[src/rtl/hazard_pkg.sv]
// Shared constants and types for the ID-stage hazard controller.
// The MDU stall logic is enabled by defining HAZARD_MDU_STALL_EN.
package hazard_pkg;

    localparam logic [1:0] JUMP_JR  = 2'b10;
    localparam logic [4:0] REG_ZERO = 5'd0;

    typedef enum logic {
        MDU_IDLE,
        MDU_BUSY
    } mdu_state_e;

    // An EX-stage write to $zero never creates a dependency.
    function automatic logic reg_match(input logic       we,
                                       input logic [4:0] wa,
                                       input logic [4:0] ra);
        return we && (wa != REG_ZERO) && (wa == ra);
    endfunction

endpackage

[src/rtl/hazard_ctrl_mdu_timer.sv]
// Tracks a multi-cycle mult/div: IDLE/BUSY FSM with a down-counter.
// Only instantiated when HAZARD_MDU_STALL_EN is defined.
module mdu_timer
    import hazard_pkg::*;
#(
    parameter int MDU_LAT = 32
) (
    input  logic clk,
    input  logic rst_n,
    input  logic start_i,
    output logic busy_o,
    output logic ready_next_o
);

    localparam int CW = (MDU_LAT > 2) ? $clog2(MDU_LAT) : 1;
    localparam logic [CW-1:0] LOAD = CW'(MDU_LAT - 1);

    mdu_state_e    state_q;
    logic [CW-1:0] cnt_q;
    logic          busy_q;

    // A start pulse while busy is ignored; the ID stage should never issue one.
    always_ff @(posedge clk or negedge rst_n) begin
        if (!rst_n) begin
            state_q <= MDU_IDLE;
            cnt_q   <= '0;
            busy_q  <= 1'b0;
        end else begin
            case (state_q)
                MDU_IDLE: begin
                    if (start_i) begin
                        state_q <= MDU_BUSY;
                        cnt_q   <= LOAD;
                        busy_q  <= 1'b1;
                    end
                end
                MDU_BUSY: begin
                    if (cnt_q == '0) begin
                        state_q <= MDU_IDLE;
                        busy_q  <= 1'b0;
                    end else begin
                        cnt_q <= cnt_q - 1'b1;
                    end
                end
                default: begin
                    state_q <= MDU_IDLE;
                    busy_q  <= 1'b0;
                end
            endcase
        end
    end

    assign busy_o       = busy_q;
    assign ready_next_o = busy_q && (cnt_q == '0);

endmodule

[src/rtl/hazard_ctrl.sv]
// ID-stage stall/flush controller: load-use, JR-on-EX-producer and HI/LO hazards.
// Define HAZARD_MDU_STALL_EN to compile in the multi-cycle MDU tracking.
module hazard_ctrl
    import hazard_pkg::*;
#(
    parameter int MDU_LAT = 32,
    parameter int CNT_W   = 32
) (
    input  logic             clk,
    input  logic             rst_n,
    input  logic [4:0]       rs,
    input  logic [4:0]       rt,
    input  logic             id_uses_rt,
    input  logic [1:0]       Jump,
    input  logic             id_uses_hilo,
    input  logic [4:0]       rf_wa_ex,
    input  logic             RegWrite_ex,
    input  logic             MemRead_ex,
    input  logic             branch_taken,
    input  logic             mdu_start,
    output logic             PCWrite,
    output logic             IFIDWrite,
    output logic             idex_bubble,
    output logic             ifid_flush,
    output logic             mdu_busy,
    output logic [CNT_W-1:0] stall_count
);

    logic dep_rs, dep_rt;
    logic lu, jr, hilo, stall;
    logic [CNT_W-1:0] count_q, count_d;

    assign dep_rs = reg_match(RegWrite_ex, rf_wa_ex, rs);
    assign dep_rt = id_uses_rt && reg_match(RegWrite_ex, rf_wa_ex, rt);

    assign lu = MemRead_ex && (dep_rs || dep_rt);
    assign jr = (Jump == JUMP_JR) && dep_rs && !MemRead_ex;

`ifdef HAZARD_MDU_STALL_EN
    logic mdu_ready_next;

    mdu_timer #(
        .MDU_LAT(MDU_LAT)
    ) u_mdu_timer (
        .clk         (clk),
        .rst_n       (rst_n),
        .start_i     (mdu_start),
        .busy_o      (mdu_busy),
        .ready_next_o(mdu_ready_next)
    );

    assign hilo = id_uses_hilo && mdu_busy && !mdu_ready_next;
`else
    logic unused_mdu;

    assign unused_mdu = mdu_start ^ id_uses_hilo ^ (MDU_LAT < 2);
    assign hilo       = 1'b0;
    assign mdu_busy   = 1'b0;
`endif

    assign stall = lu || jr || hilo;

    // A taken branch squashes the wrong-path ID instruction, so any stall it raised is moot.
    always_comb begin
        PCWrite     = 1'b1;
        IFIDWrite   = 1'b1;
        idex_bubble = 1'b0;
        ifid_flush  = 1'b0;
        if (!rst_n) begin
            PCWrite     = 1'b0;
            IFIDWrite   = 1'b0;
            idex_bubble = 1'b1;
            ifid_flush  = 1'b1;
        end else if (branch_taken) begin
            idex_bubble = 1'b1;
            ifid_flush  = 1'b1;
        end else if (stall) begin
            PCWrite     = 1'b0;
            IFIDWrite   = 1'b0;
            idex_bubble = 1'b1;
        end
    end

    assign count_d = PCWrite ? count_q : count_q + 1'b1;

    always_ff @(posedge clk or negedge rst_n) begin
        if (!rst_n) begin
            count_q <= '0;
        end else begin
            count_q <= count_d;
        end
    end

    assign stall_count = count_q;

endmodule

[config.mk]
export PLATFORM = sky130hd
export DESIGN_NAME = hazard_ctrl
export DESIGN_NICKNAME = d
export VERILOG_FILES = /design/src/rtl/hazard_pkg.sv /design/src/rtl/hazard_ctrl_mdu_timer.sv /design/src/rtl/hazard_ctrl.sv
export SDC_FILE = /design/constraint.sdc
export NUM_CORES = 1
export LEC_CHECK = 0
export CAP_MARGIN = 20
export CORE_MARGIN = 8
export CORE_UTILIZATION = 45
export CTS_CLUSTER_SIZE = 16
export DETAILED_ROUTE_END_ITERATION = 16
export PLACE_DENSITY_LB_ADDON = 0.25
export SYNTH_ARGS = -nofsm -noshare
export SYNTH_HDL_FRONTEND = slang
export SYNTH_HIERARCHICAL = 1
export SYNTH_SLANG_ARGS = --single-unit
[constraint.sdc]
create_clock -name clk -period 2.9 [get_ports clk]
set_clock_uncertainty 0.15 [all_clocks]
set_input_delay 0.58 -clock clk [delete_from_list [all_inputs] [get_ports clk]]
set_output_delay 0.58 -clock clk [all_outputs]
set_load 0.005 [all_outputs]
==> impl_metrics.env <==
export IMPL_status="finished, final reports clean"
export IMPL_cp_endpoint="stall_count[19]"
export IMPL_grt_pass1_wl_mm=8.03
export IMPL_timing_hold_ws_ns=0.327
export IMPL_synth_seq_cells=32
export IMPL_hp_class="reg -> reg"
export IMPL_synth_fa_ha_area_share_pct=0.724
export IMPL_initial_core_util_pct=46.9
export IMPL_clockRootBuffer="clkbuf_8"
export IMPL_critPathCaptureType="flop"
export IMPL_p_seq_share_pct=43.0
export IMPL_track_usage_pct=16.0
export IMPL_rows=22
export IMPL_clkSinkCount=32
export IMPL_crit_family="simple AND/OR/NAND/NOR gates"
export IMPL_nets=265
export IMPL_rrSetupSlack_ns=0.58
export IMPL_switchingPower_mw=0.370
export IMPL_cp_max_fo=3
export IMPL_peakVddDrop_uv=398
export IMPL_tightest_slew_ns=0.547
export IMPL_p_total_mw=1.32
export IMPL_dr_pass1_iters=4
export IMPL_io_buffers=58
export IMPL_reg2regPathDepth=6
export IMPL_postCtsHoldBufs=0
export IMPL_die_w_um=78.0
export IMPL_clk_path_buf_depth=2
export IMPL_grt_max_degree=25
export IMPL_cts_tree="done"
export IMPL_path_cells="clkdlybuf4s50_1 > nor2b_4 > o221ai_4 > buf_6 > buf_4 > or4_1 > o32a_4 > or3_1 > xnor2_1"
export IMPL_power_density_mw_per_mm2=502
export IMPL_path_clk_slew_ns=0.07
export IMPL_p_sw_share_pct=28.0
export IMPL_cts_max_level=2
export IMPL_p_leak_nw=1.07
export IMPL_synth_compound_area_share_pct=3.69
export IMPL_wirelength_mm=4.83
export IMPL_syn_area_per_cell_um2=10.5
export IMPL_worst_path_largest_cell_delay_ns=0.52
export IMPL_finalCritPeriodShare_pct=96.3
export IMPL_fmax_mhz=358
export IMPL_startpoint="Jump[1]"
export IMPL_n_antenna_cell=0
export IMPL_drt_initial_drc_count=66
export IMPL_drc=0
export IMPL_final_setup_viol_count=0
export IMPL_synth_top_area_share_pct=46.3
export IMPL_cp_required_ns=2.92
export IMPL_worst_ep_arrival_time_ns=2.81
export IMPL_timing_rr_start="stall_count[2]"
export IMPL_globalplace_congestion=0.864
export IMPL_synth_xor_area_share_pct=20.8
export IMPL_antenna_found_initial=0
export IMPL_yosys_area_share_simple_pct=25.3
export IMPL_dieArea_mm2=0.00608
export IMPL_syn_area_mm2=0.00173
export IMPL_syn_nets=191
export IMPL_clkPwrFrac_pct=31.8
export IMPL_synth_mux_area_fraction_pct=0.651
export IMPL_rsz0062_at_grt="false"
export IMPL_synth_top_cell_by_area="dfrtp_1"
export IMPL_synth_main_ff_cell="dfrtp_1"
export IMPL_grt_pass1_vias=1598
export IMPL_grt_ovfl_total=0
export IMPL_place_inst=277
export IMPL_drive_gt1_share_pct=15.8
export IMPL_rr_endpoint="stall_count[30]"
export IMPL_pin_count=62
export IMPL_cts_inserted_buffers=5
export IMPL_final_antenna_net_count=0
export IMPL_worst_setup_path_start_kind="input pin"
export IMPL_async_flop_share_pct=100
export IMPL_wl_per_cell_um=16.8
export IMPL_syn_to_final_growth_pct=52.4
export IMPL_critPathKind="in -> reg"
export IMPL_synthCells=165
export IMPL_netlist_cell_type_count=33
export IMPL_max_slew_margin_pct=63.4
export IMPL_crit_slowest_cell="or4_1"
export IMPL_num_fill_cells=288
export IMPL_cp_num_buf_inv=3
export IMPL_cap_viol_max_count=0
export IMPL_synth_edf_count=0
export IMPL_synth_top_family_by_area="simple AND/OR/NAND/NOR gates"
export IMPL_maxSlewViolCount=0
export IMPL_final_cells=288
export IMPL_hold_viol_final=0
export IMPL_yosysSeqAreaShare_pct=46.3
export IMPL_cp_num_cells=9
export IMPL_layout_cells_most_common_list="clkdlybuf4s50_1, dfrtp_1, xnor2_1"
export IMPL_core_region_area_mm2=0.00369
export IMPL_yosys_warnings=6
export IMPL_largest_register_ffs=32
export IMPL_synth_area_leaders="dfrtp_1, xnor2_1, nand4_1"
export IMPL_period_minus_slack_ns=2.79
export IMPL_die_y_um=78.0
export IMPL_intPower_mw=0.952
export IMPL_comb_power_share_pct=25.1
export IMPL_final_common_cell="clkdlybuf4s50_1"
export IMPL_hpwl_mm=3.65
export IMPL_clock_latency_ns=0.29
export IMPL_post_drt_via_cell_ratio=5.33
export IMPL_vias=1536
[cells by family (layout without fill, tap and decap cells)]
group           Yosys count  in the layout
simple gates             75             75
xor+xnor                 41             41
flops                    32             32
buf+inv                   8             83
compound gates            6              6
fa+ha+maj                 1              1
other cells               1              1
mux                       1              1
[worst min-delay path by stage]
stage	start	end	slack (ns)	cells after the start
final	stall_count[31]	stall_count[31]	0.33	1
after CTS	stall_count[31]	stall_count[31]	0.33	1
after floorplan	rst_n	stall_count[0]	0.13	0
after detailed placement	stall_count[31]	stall_count[31]	0.32	1
after global placement	stall_count[31]	stall_count[31]	0.31	1
after global routing	stall_count[30]	stall_count[30]	0.36	1
[layout make-up]
type                    instances  area, µm²  share of cell area [%]
multi-input cells             125        965                    36.6
inverters                       3       11.3                   0.427
clock inverters                 2       35.0                    1.33
well taps                      48       60.1                    2.28
clock buffers                   6       72.6                    2.75
flip-flops and latches         32        801                    30.4
repair buffers                 72        691                    26.2
[stage by stage]
step | area, µm² | setup WS (ns) | utilization, % | TNS [ns]
finish | 2640 | 0.108 | 71.4 | 0
global placement | 2420 | -0.310 | 65.7 | -1.21
floorplan | 1730 | 0.323 | - | 0
global route | 2640 | 0.000551 | 71.4 | 0
CTS | 2620 | 0.0591 | 70.9 | 0
detailed placement | 2420 | -0.345 | 65.7 | -1.76
[synthesized netlist by cell type, types with 2 or more instances]
cell type,instances
dfrtp_1,32
xnor2_1,29
nand4_1,18
nand3_1,12
xor2_1,12
nand2_1,10
nor2_1,9
and3_1,6
and2_1,3
and4_1,3
inv_1,3
nor3_1,3
or4_1,3
buf_2,2
buf_4,2
[routing by layer]
metal | up-vias | routed length (µm) | track usage (%)
li1 | 733 | - | -
met1 | 744 | 2140 | 18.8
met2 | 52 | 2390 | 27.0
met3 | 7 | 241 | 5.88
met4 | 0 | 50 | 3.89
met5 | - | 0 | 0
[repair_timing]
action,in CTS,in global routing
resized for setup,25,3
pin swaps,6,1
hold endpoints to repair,0,0
buffers inserted,3,0
setup endpoints to repair,3,3
[power by group through the flow]
stage	clock network [mW]	logic (mW)	registers (mW)
floorplan	0	0.124	0.568
global placement	0	0.315	0.570
detailed placement	0	0.322	0.575
CTS	0.423	0.334	0.567
global route	0.445	0.357	0.577
finish	0.421	0.332	0.569
Power figures use the tool's default switching activity.
